==> config.mk <==
export PLATFORM = sky130hd
export DESIGN_NAME = mem_port_arbiter
export DESIGN_NICKNAME = d
export VERILOG_FILES = /design/src/rtl/mem_port_arbiter.sv
export SDC_FILE = /design/constraint.sdc
export NUM_CORES = 1
export LEC_CHECK = 0
export ABC_AREA = 1
export CAP_MARGIN = 20
export CORE_MARGIN = 3
export CORE_UTILIZATION = 45
export CTS_CLUSTER_SIZE = 20
export DETAILED_ROUTE_END_ITERATION = 8
export GPL_TIMING_DRIVEN = 1
export PLACE_DENSITY_LB_ADDON = 0.15
export SYNTH_ARGS = -nofsm -noshare
export SYNTH_HDL_FRONTEND = slang
export SYNTH_SLANG_ARGS = --single-unit
export TNS_END_PERCENT = 30
==> constraint.sdc <==
create_clock -name clk -period 3.83 [get_ports clk]
set_input_delay 0.766 -clock clk [delete_from_list [all_inputs] [get_ports clk]]
set_output_delay 0.766 -clock clk [all_outputs]
set_load 0.02 [all_outputs]
==> src/rtl/mem_port_arbiter.sv <==
// Two-requester arbiter for a single synchronous memory port: IDLE -> ACCESS -> WAIT -> DONE.
// Define MEM_ARB_FIXED_PRIO_EN to make ext win ties (no round-robin pointer).
module mem_port_arbiter #(
    parameter int DATA_WIDTH = 32,
    parameter int ADDR_WIDTH = 32
) (
    input  logic                  clk,
    input  logic                  reset,
    input  logic                  core_req,
    input  logic                  core_we,
    input  logic [ADDR_WIDTH-1:0] core_addr,
    input  logic [DATA_WIDTH-1:0] core_wd,
    input  logic                  ext_req,
    input  logic                  ext_we,
    input  logic [ADDR_WIDTH-1:0] ext_addr,
    input  logic [DATA_WIDTH-1:0] ext_wd,
    output logic                  core_ack,
    output logic                  ext_ack,
    output logic [DATA_WIDTH-1:0] core_rdata,
    output logic [DATA_WIDTH-1:0] ext_rdata,
    output logic                  mem_we,
    output logic [ADDR_WIDTH-1:0] mem_addr,
    output logic [DATA_WIDTH-1:0] mem_wd,
    input  logic [DATA_WIDTH-1:0] mem_q,
    output logic                  gnt_core,
    output logic                  gnt_ext,
    output logic                  busy
);

    typedef enum logic [1:0] {IDLE, ACCESS, WAIT, DONE} state_t;

    state_t state;
    logic   acc_we;
    logic   sel_ext;

`ifndef MEM_ARB_FIXED_PRIO_EN
    logic   last_ext;
`endif

    always_comb begin
        sel_ext = 1'b0;
`ifdef MEM_ARB_FIXED_PRIO_EN
        sel_ext = ext_req;
`else
        // On a tie the requester that did not own the port last time wins.
        if (core_req && ext_req) sel_ext = ~last_ext;
        else                     sel_ext = ext_req;
`endif
    end

    always_ff @(posedge clk or negedge reset) begin
        if (!reset) begin
            state      <= IDLE;
            acc_we     <= 1'b0;
            mem_we     <= 1'b0;
            mem_addr   <= '0;
            mem_wd     <= '0;
            gnt_core   <= 1'b0;
            gnt_ext    <= 1'b0;
            busy       <= 1'b0;
            core_ack   <= 1'b0;
            ext_ack    <= 1'b0;
            core_rdata <= '0;
            ext_rdata  <= '0;
`ifndef MEM_ARB_FIXED_PRIO_EN
            last_ext   <= 1'b1;
`endif
        end else begin
            case (state)
                IDLE: begin
                    if (core_req || ext_req) begin
                        state    <= ACCESS;
                        gnt_core <= ~sel_ext;
                        gnt_ext  <= sel_ext;
                        busy     <= 1'b1;
                        acc_we   <= sel_ext ? ext_we   : core_we;
                        mem_we   <= sel_ext ? ext_we   : core_we;
                        mem_addr <= sel_ext ? ext_addr : core_addr;
                        mem_wd   <= sel_ext ? ext_wd   : core_wd;
`ifndef MEM_ARB_FIXED_PRIO_EN
                        last_ext <= sel_ext;
`endif
                    end
                end
                ACCESS: begin
                    state  <= WAIT;
                    mem_we <= 1'b0;
                end
                WAIT: begin
                    // Memory output now reflects the address presented in ACCESS.
                    state    <= DONE;
                    core_ack <= gnt_core;
                    ext_ack  <= gnt_ext;
                    if (!acc_we) begin
                        if (gnt_ext) ext_rdata  <= mem_q;
                        else         core_rdata <= mem_q;
                    end
                end
                DONE: begin
                    state    <= IDLE;
                    core_ack <= 1'b0;
                    ext_ack  <= 1'b0;
                    gnt_core <= 1'b0;
                    gnt_ext  <= 1'b0;
                    busy     <= 1'b0;
                    acc_we   <= 1'b0;
                    mem_addr <= '0;
                    mem_wd   <= '0;
                end
                default: state <= IDLE;
            endcase
        end
    end

endmodule

=== Word-level counts from Yosys, hierarchy flattened ===
Cells that the tools add are included.

* Flip-flop bits (word level): 138
* Output and inout bits: 134
* Word-level logic and storage cells: 53

* Equality and inequality tests: 4
* Multiplexer cells: 21
* Bitwise operators: 4
* Reduce and logical (&&, ||, !) cells: 11

{| class="wikitable"
|+ Operators with widths
! cell !! number
|-
| $mux 32 || 4
|-
| $pmux 32 s2 || 2
|-
| $pmux 1 s2 || 7
|-
| $pmux 2 s4 || 1
|-
| $mux 1 || 6
|-
| $reduce_and 2->1 || 3
|-
| $reduce_and 3->1 || 2
|-
| $reduce_bool 2->1 || 3
|-
| $eq 2x2->1 const B || 2
|-
| $not 1->1 || 4
|-
| $eq 2x1->1 const B || 1
|-
| $logic_not 2->1 || 1
|-
| $mux 2 || 1
|-
| $ne 2x2->1 const B || 1
|-
| $logic_and 1x1->1 || 1
|-
| $logic_or 1x1->1 || 1
|}

=== Longest topological paths before layout ===
Gate-level depths: netlist of the first run.

* Depth after elaboration: 5
* Mapped depth: 10
* Mapped depth without buffers: 8

=== Worst setup path before layout of the first run ===
No wires, ideal clock.

* Kind: input to register
* From: input core_req
* To: register mem_addr[23]
* Library setup time: 118 ps
* Arrival time: 1504 ps
* Required time: 3712 ps
* Slack: 2209 ps
* Stages: 6
* Buffers on the path: 2
* Cells stage by stage: nand2_1 > buf_2 > buf_1 > nand3b_1 > nand3_1 > nand2_1

* Longest elaborated chain between the ends: 5
* Elaborated cells between the ends (all ways): 8
* Those cells by class: eq/ne (1); mux (4); reduce/logical (3)

{| class="wikitable"
|+ Ends and longest elaborated chain
! item !! line !! source
|-
| from (decl) || 9 || <nowiki>input logic core_req,</nowiki>
|-
| $logic_and 1x1->1 || 46 || <nowiki>if (core_req && ext_req) sel_ext = ~last_ext;</nowiki>
|-
| $mux 1 || 46 ||
|-
| $mux 32 || 78 || <nowiki>mem_addr <= sel_ext ? ext_addr : core_addr;</nowiki>
|-
| $mux 32 || 71 || <nowiki>if (core_req || ext_req) begin</nowiki>
|-
| $pmux 32 s2 || 69 || <nowiki>case (state)</nowiki>
|-
| to (signal assigned) || 78 ||
|-
| to (decl) || 22 || <nowiki>output logic [ADDR_WIDTH-1:0] mem_addr,</nowiki>
|}

Parallel ways exist; a longest one is shown, timed or not. The select of a mux whose other input is x is not followed.
A chain may end at the register's enable or synchronous reset.

=== Final worst setup path of the first run ===
* From: input core_req
* To: register mem_addr[11]

The elaborated chain is that of the path after synthesis.

==> results of run 1 <==
layer usage:
layer / vias up / part of all wire [%] / track usage (%) / routed length, um
li1: 2992 / - / - / -
met1: 2848 / 39 / 30.01 / 7667
met2: 250 / 50 / 42.17 / 9800
met3: 39 / 7.6 / 7.548 / 1482
met4: 0 / 2.9 / 9.694 / 560
met5: - / 0 / 0 / 0
registers in the layout, summed over array words and instances, names as in the netlist, 2 cells and up:
signal,count
ext_rdata,32
core_rdata,32
mem_wd,32
state,2
mem_addr,32
worst max path at each step:
stage	startpoint	end	slack, ns	cells past startpoint
global route	state[0]	mem_addr[27]	1.43	7
finish	core_req	mem_addr[11]	1.55	7
CTS	core_req	mem_addr[11]	1.55	7
floorplan	core_req	mem_addr[23]	2.21	6
detailed placement	core_req	mem_addr[3]	1.11	7
global placement	core_req	mem_addr[20]	1.18	7
cell type report:
type	count	area, um^2	area share [%]
clock inverter	12	136.4	1.352
multi-input combinational	493	2332	23.12
clock buffer	20	466.7	4.627
tap	176	220.2	2.183
inverter	105	394.1	3.908
timing repair buffer	308	3082	30.55
sequential	138	3455	34.25
worst max-delay path, stage by stage:
cell and delay (ns):
clkdlybuf4s50_1 0.48, o21ai_2 0.22, nand2_1 0.14, inv_2 0.50, buf_4 0.35, nand2_1 0.09, nand2_1 0.08
cells by family (layout without fill, tap and decap cells):
| family | Yosys count | in the layout | share of synthesized area [%] |
|---|---|---|---|
| flops | 138 | 138 | 54.05 |
| fa+ha+maj | 5 | 5 | 0.9789 |
| compound gates | 73 | 73 | 5.775 |
| buf+inv | 152 | 445 | 9.632 |
| simple gates | 415 | 415 | 29.56 |
through the flow:
stage | total power (uW) | instances | hold slack (ns) | instance area [um^2] | setup slack, ns
5_1_grt | 8471 | 1252 | 0.4469 | 10090 | 1.430
3_5_place_dp | 6332 | 1220 | 0.4641 | 9483 | 1.107
3_3_place_gp | 6232 | 1220 | 0.4622 | 9483 | 1.182
4_1_cts | 8025 | 1252 | 0.4279 | 10090 | 1.547
2_1_floorplan | 4495 | 783 | 0.4426 | 6391 | 2.209
6_report | 7956 | 1252 | 0.3977 | 10090 | 1.546
report_power, final:
group | internal [uW] | switching, uW | leakage [uW]
clock network | 1020 | 637 | 0.000290
registers | 2120 | 355 | 0.00174
logic | 1650 | 2170 | 0.00295
total | 4790 | 3170 | 0.00497
cell usage after synthesis:
| cell type | number | area share (%) |
|---|---|---|
| ha_1 | 5 | 0.98 |
| inv_2 | 1 | 0.059 |
| buf_4 | 9 | 1.1 |
| buf_1 | 9 | 0.53 |
| nand3_1 | 68 | 5.3 |
| nor2_1 | 4 | 0.23 |
| nor3_2 | 1 | 0.16 |
| o21ai_2 | 1 | 0.14 |
| o21ai_0 | 72 | 5.6 |
| dfstp_2 | 1 | 0.41 |
| nand3b_1 | 64 | 7.5 |
| clkbuf_1 | 20 | 1.2 |
| nand2_1 | 278 | 16 |
| inv_1 | 104 | 6.1 |
| dfrtp_1 | 137 | 54 |
| buf_2 | 9 | 0.70 |
==> impl_metrics.toml, run 1 <==
[run_status]
run_status = "finished, final reports clean"

[die]
start_util_pct = 47.14
num_rows = 42
die_height_um = 125.2
die_x_um = 125.2
pin_count = 300
core-area_mm2 = 0.01356
dieArea_mm2 = 0.01567

[power]
pwr_density_cell_mw_per_mm2 = 788.8
irDropWorstVdd_mv = 0.3562
power_leakage_uw = 0.004975

[cts]
cts_tree = "yes"
cts.sinks = 138
post_cts_resized = 0
cts_buffers = 17
clkLatencyLatePin_ns = 0.41
path_clk_slew_ns = 0.06
ctsLongestPathBuffers = 2
clock-root-buffer = "clkbuf_16"
postCtsSetupRepairBufs = 0
cts_htree_levels = 4
postCtsHoldBufs = 0

[worst_setup_path]
crit_type = "primary input to flop"
arrival_ns = 2.63
rr_worst_depth = 7
rrSetupSlack_ns = 1.66
cp.required_ns = 4.18
r2r-start = "state[0]"
startpoint_type = "primary input"
endpoint_kind = "flop"
r2r-end = "mem_addr[27]"
path_max_fanout = 36

[final_layout]
layout_common_cells = "clkdlybuf4s50_1 (297), nand2_1 (276), dfrtp_1 (137), inv_1 (104), o21ai_0 (72)"
nets = 1234
final_common_cell = "clkdlybuf4s50_1"
drive_gt1_share_pct = 4.554
area_delta_synth_final_pct = 57.81
n_fill_cell = 1039
diodes = 0
final_core_util_pct = 74.39

[route]
drt_wl_total_um = 19510
drcViolationCount = 0
vias = 6129
ant_nets = 0
first_iter_violations = 433
wl_per_cell_um = 15.58
routed_via_density = 4.895
firstDrtPassIters = 7

[sta]
worst_slew_pin_slew_ns = 0.8130
min_period_ns = 2.284
slew_violations = 0
hold_viol_final = 0
setup_tns_ns = 0
fmax_mhz = 437.7
period_share_pct = 59.65
fin_skew_ns = 0.007272
rsz0062_at_grt = "no"
slew_headroom_pct = 45.80
setup_viol = 0

[place]
globalplace.congestion = 0.8160
io_buffers = 299
hpwl_um = 13740

[synthesis]
syn_avg_cell_area_um2 = 8.162
netlist_area_mm2 = 0.006391
yosys_warnings = 0
ys_types = 16
ys_ff_latch = 138
synth_cells = 783
mappedNetlistNets = 954
seq_area_frac_synth_pct = 54.05

[run]
cap_violations = 0

[global_routing]
grt_pass1_wl_um = 31390
first_global_vias = 6013
overflow = 0
antenna_found_initial = 0
grt_max_degree = 88
grt_usage_pct = 24.93

[hold_path]
worstHoldPathType = "primary input to async pin"
Note: power is estimated with default switching activity, not from simulation.
==> run 2: changes to the inputs <==
--- a/config.mk
+++ b/config.mk
@@ -8,7 +8,7 @@
 export ABC_AREA = 1
 export CAP_MARGIN = 20
 export CORE_MARGIN = 3
-export CORE_UTILIZATION = 45
+export CORE_UTILIZATION = 38
 export CTS_CLUSTER_SIZE = 20
 export DETAILED_ROUTE_END_ITERATION = 8
 export GPL_TIMING_DRIVEN = 1
==> constraint.sdc (replaced) <==
create_clock -name clk -period 2 [get_ports clk]
set_input_delay 0.4 -clock clk [delete_from_list [all_inputs] [get_ports clk]]
set_output_delay 0.4 -clock clk [all_outputs]
set_load 0.02 [all_outputs]
==> run 2 against run 1 <==
Net effect: sequential power grew 90%; sequential share of layout area is 0.58 points lower; register-to-register slack got worse by 1.4 ns; total power increased by 93%; core utilization fell by 11 points; worst hold slack better by 0.0089 ns; clock skew is 0.00097 ns higher; critical path type is now flop to output pin; largest cell class unchanged; largest power group unchanged.
==> impl_metrics.toml, run 2 (synthesis results as in run 1) <==
[run_status]
run_status = "finished, final reports clean"

[worst_setup_path]
cp_num_buf_inv = 1
cp-startpoint = "gnt_ext"
startpoint_type = "flop"
max_stage_delay_ns = 0.66
rrSetupSlack_ns = 0.24
r2r-start = "state[0]"
crit_type = "flop to output pin"
path_cells = "clkdlybuf4s50_1"
path_max_fanout = 3
cp.required_ns = 1.60
endpoint_kind = "output pin"
cpLargestDelayFamily = "buffers and inverters"
arrival_ns = 1.44
worst_path_max_delay_cell = "clkdlybuf4s50_1"

[sta]
hold_viol_final = 0
worst_slew_pin_slew_ns = 0.5619
setup_viol = 0
fin_skew_ns = 0.008243
hold_slack_ns = 0.4066
period_share_pct = 91.90
fmax_mhz = 544.1
rsz0062_at_grt = "no"
min_period_ns = 1.838
slew_violations = 0
slew_headroom_pct = 62.54
setup_tns_ns = 0

[final_layout]
n_fill_cell = 1421
nets = 1241
layout.cells.non_filler = 1298
drive_gt1_share_pct = 5.176
area_delta_synth_final_pct = 60.53
final_common_cell = "clkdlybuf4s50_1"
layout_common_cells = "clkdlybuf4s50_1 (297), nand2_1 (274), dfrtp_1 (137), inv_1 (104), o21ai_0 (72)"
diodes = 0

[cts]
clock-root-buffer = "clkbuf_16"
cts_htree_levels = 4
path_clk_slew_ns = 0.06
clkLatencyLatePin_ns = 0.41
cts.sinks = 138
cts_buffers = 17
cts_tree = "yes"
post_cts_resized = 0
ctsLongestPathBuffers = 2

[die]
core-area_mm2 = 0.01617
die_height_um = 135.7
dieArea_mm2 = 0.01841
num_rows = 46
pin_count = 300
die_x_um = 135.7
start_util_pct = 39.52

[place]
io_buffers = 299
hpwl_um = 13810
dpl.cell_count = 1266
globalplace.congestion = 0.8075

[route]
routed_via_density = 4.567
wl_per_cell_um = 14.69
ant_nets = 0
vias = 5928
firstDrtPassIters = 4
drt_wl_total_um = 19070
first_iter_violations = 337
drcViolationCount = 0

[hold_path]
worstHoldPathType = "primary input to flop"
holdCritStartpoint = "ext_req"

[power]
irDropWorstVdd_mv = 0.8329
power_leakage_uw = 0.005040
p_total_uw = 15350
pwr_density_cell_mw_per_mm2 = 1496

[run]
cap_violations = 0

[global_routing]
grt_max_degree = 69
first_global_vias = 5806
grt_usage_pct = 20.89
grt_pass1_wl_um = 30330
overflow = 0
antenna_found_initial = 0
[run 2: cell count changes in the layout (fill, tap and decap cells not counted)]
cell,previous run,this run
buf_4,7,9
buf_12,2,6
nand2_1,276,274
nand2_2,2,4
bufinv_16,2,3
clkbuf_8,3,2
clkinv_2,2,1
clkinv_4,1,3
dlygate4sd3_1,0,1
clkinvlp_4,3,1
[run 2: area by class of cell]
class	count	area, um^2	area share, %
sequential	138	3455	33.67
multi-input combinational	493	2337	22.78
clock buffer	19	452.9	4.415
inverter	105	394.1	3.841
tap	216	270.3	2.634
timing repair buffer	315	3187	31.06
clock inverter	12	163.9	1.598
[run 2: final timing paths]
check                                      end  cells after the start
worst max-delay path                   gnt_ext                      1
worst min-delay path                  last_ext                      4
worst max register to register   core_rdata[8]                      8
worst min register to register            busy                      2
max in group asynchronous       core_rdata[31]                      3
min in group asynchronous          mem_addr[4]                      2
[run 2: layer usage]
| layer | up-vias | GRT usage (%) | share of wire (%) |
|---|---|---|---|
| met2 | 213 | 34.54 | 48 |
| met1 | 2683 | 25.85 | 41 |
| met5 | - | 0 | 0 |
| met3 | 28 | 6.464 | 8.4 |
| li1 | 3004 | - | - |
| met4 | 0 | 7.559 | 2.1 |
[run 2: power by group]
group | leakage (uW) | total (uW) | switching [uW] | internal, uW
clock network | 0.000301 | 3240 | 1200 | 2040
logic | 0.00300 | 7430 | 4170 | 3250
registers | 0.00174 | 4690 | 631 | 4060
total | 0.00504 | 15400 | 6000 | 9350
[run 2: through the flow]
stage	cell area (um^2)	utilization, %	setup slack, ns
floorplan	6391	-	0.5170
global placement	9633	59.56	0.1938
detailed placement	9633	59.56	0.1666
CTS	10260	63.44	0.1100
global route	10260	63.44	0.02702
finish	10260	63.44	0.1620
[run 2: what timing repair did]
| item | in CTS | in global routing |
|---|---|---|
| setup buffers | 0 | 0 |
| hold endpoints to repair | 35 | 0 |
| endpoints found under the setup margin | 0 | 0 |
| hold buffers | 1 | 0 |
==> run 3: changes to the inputs <==
--- a/config.mk
+++ b/config.mk
@@ -16,4 +16,3 @@
 export SYNTH_ARGS = -nofsm -noshare
 export SYNTH_HDL_FRONTEND = slang
 export SYNTH_SLANG_ARGS = --single-unit
-export TNS_END_PERCENT = 30
==> results of run 3 <==
Final layout, timing and power as in run 2 (identical DEF).
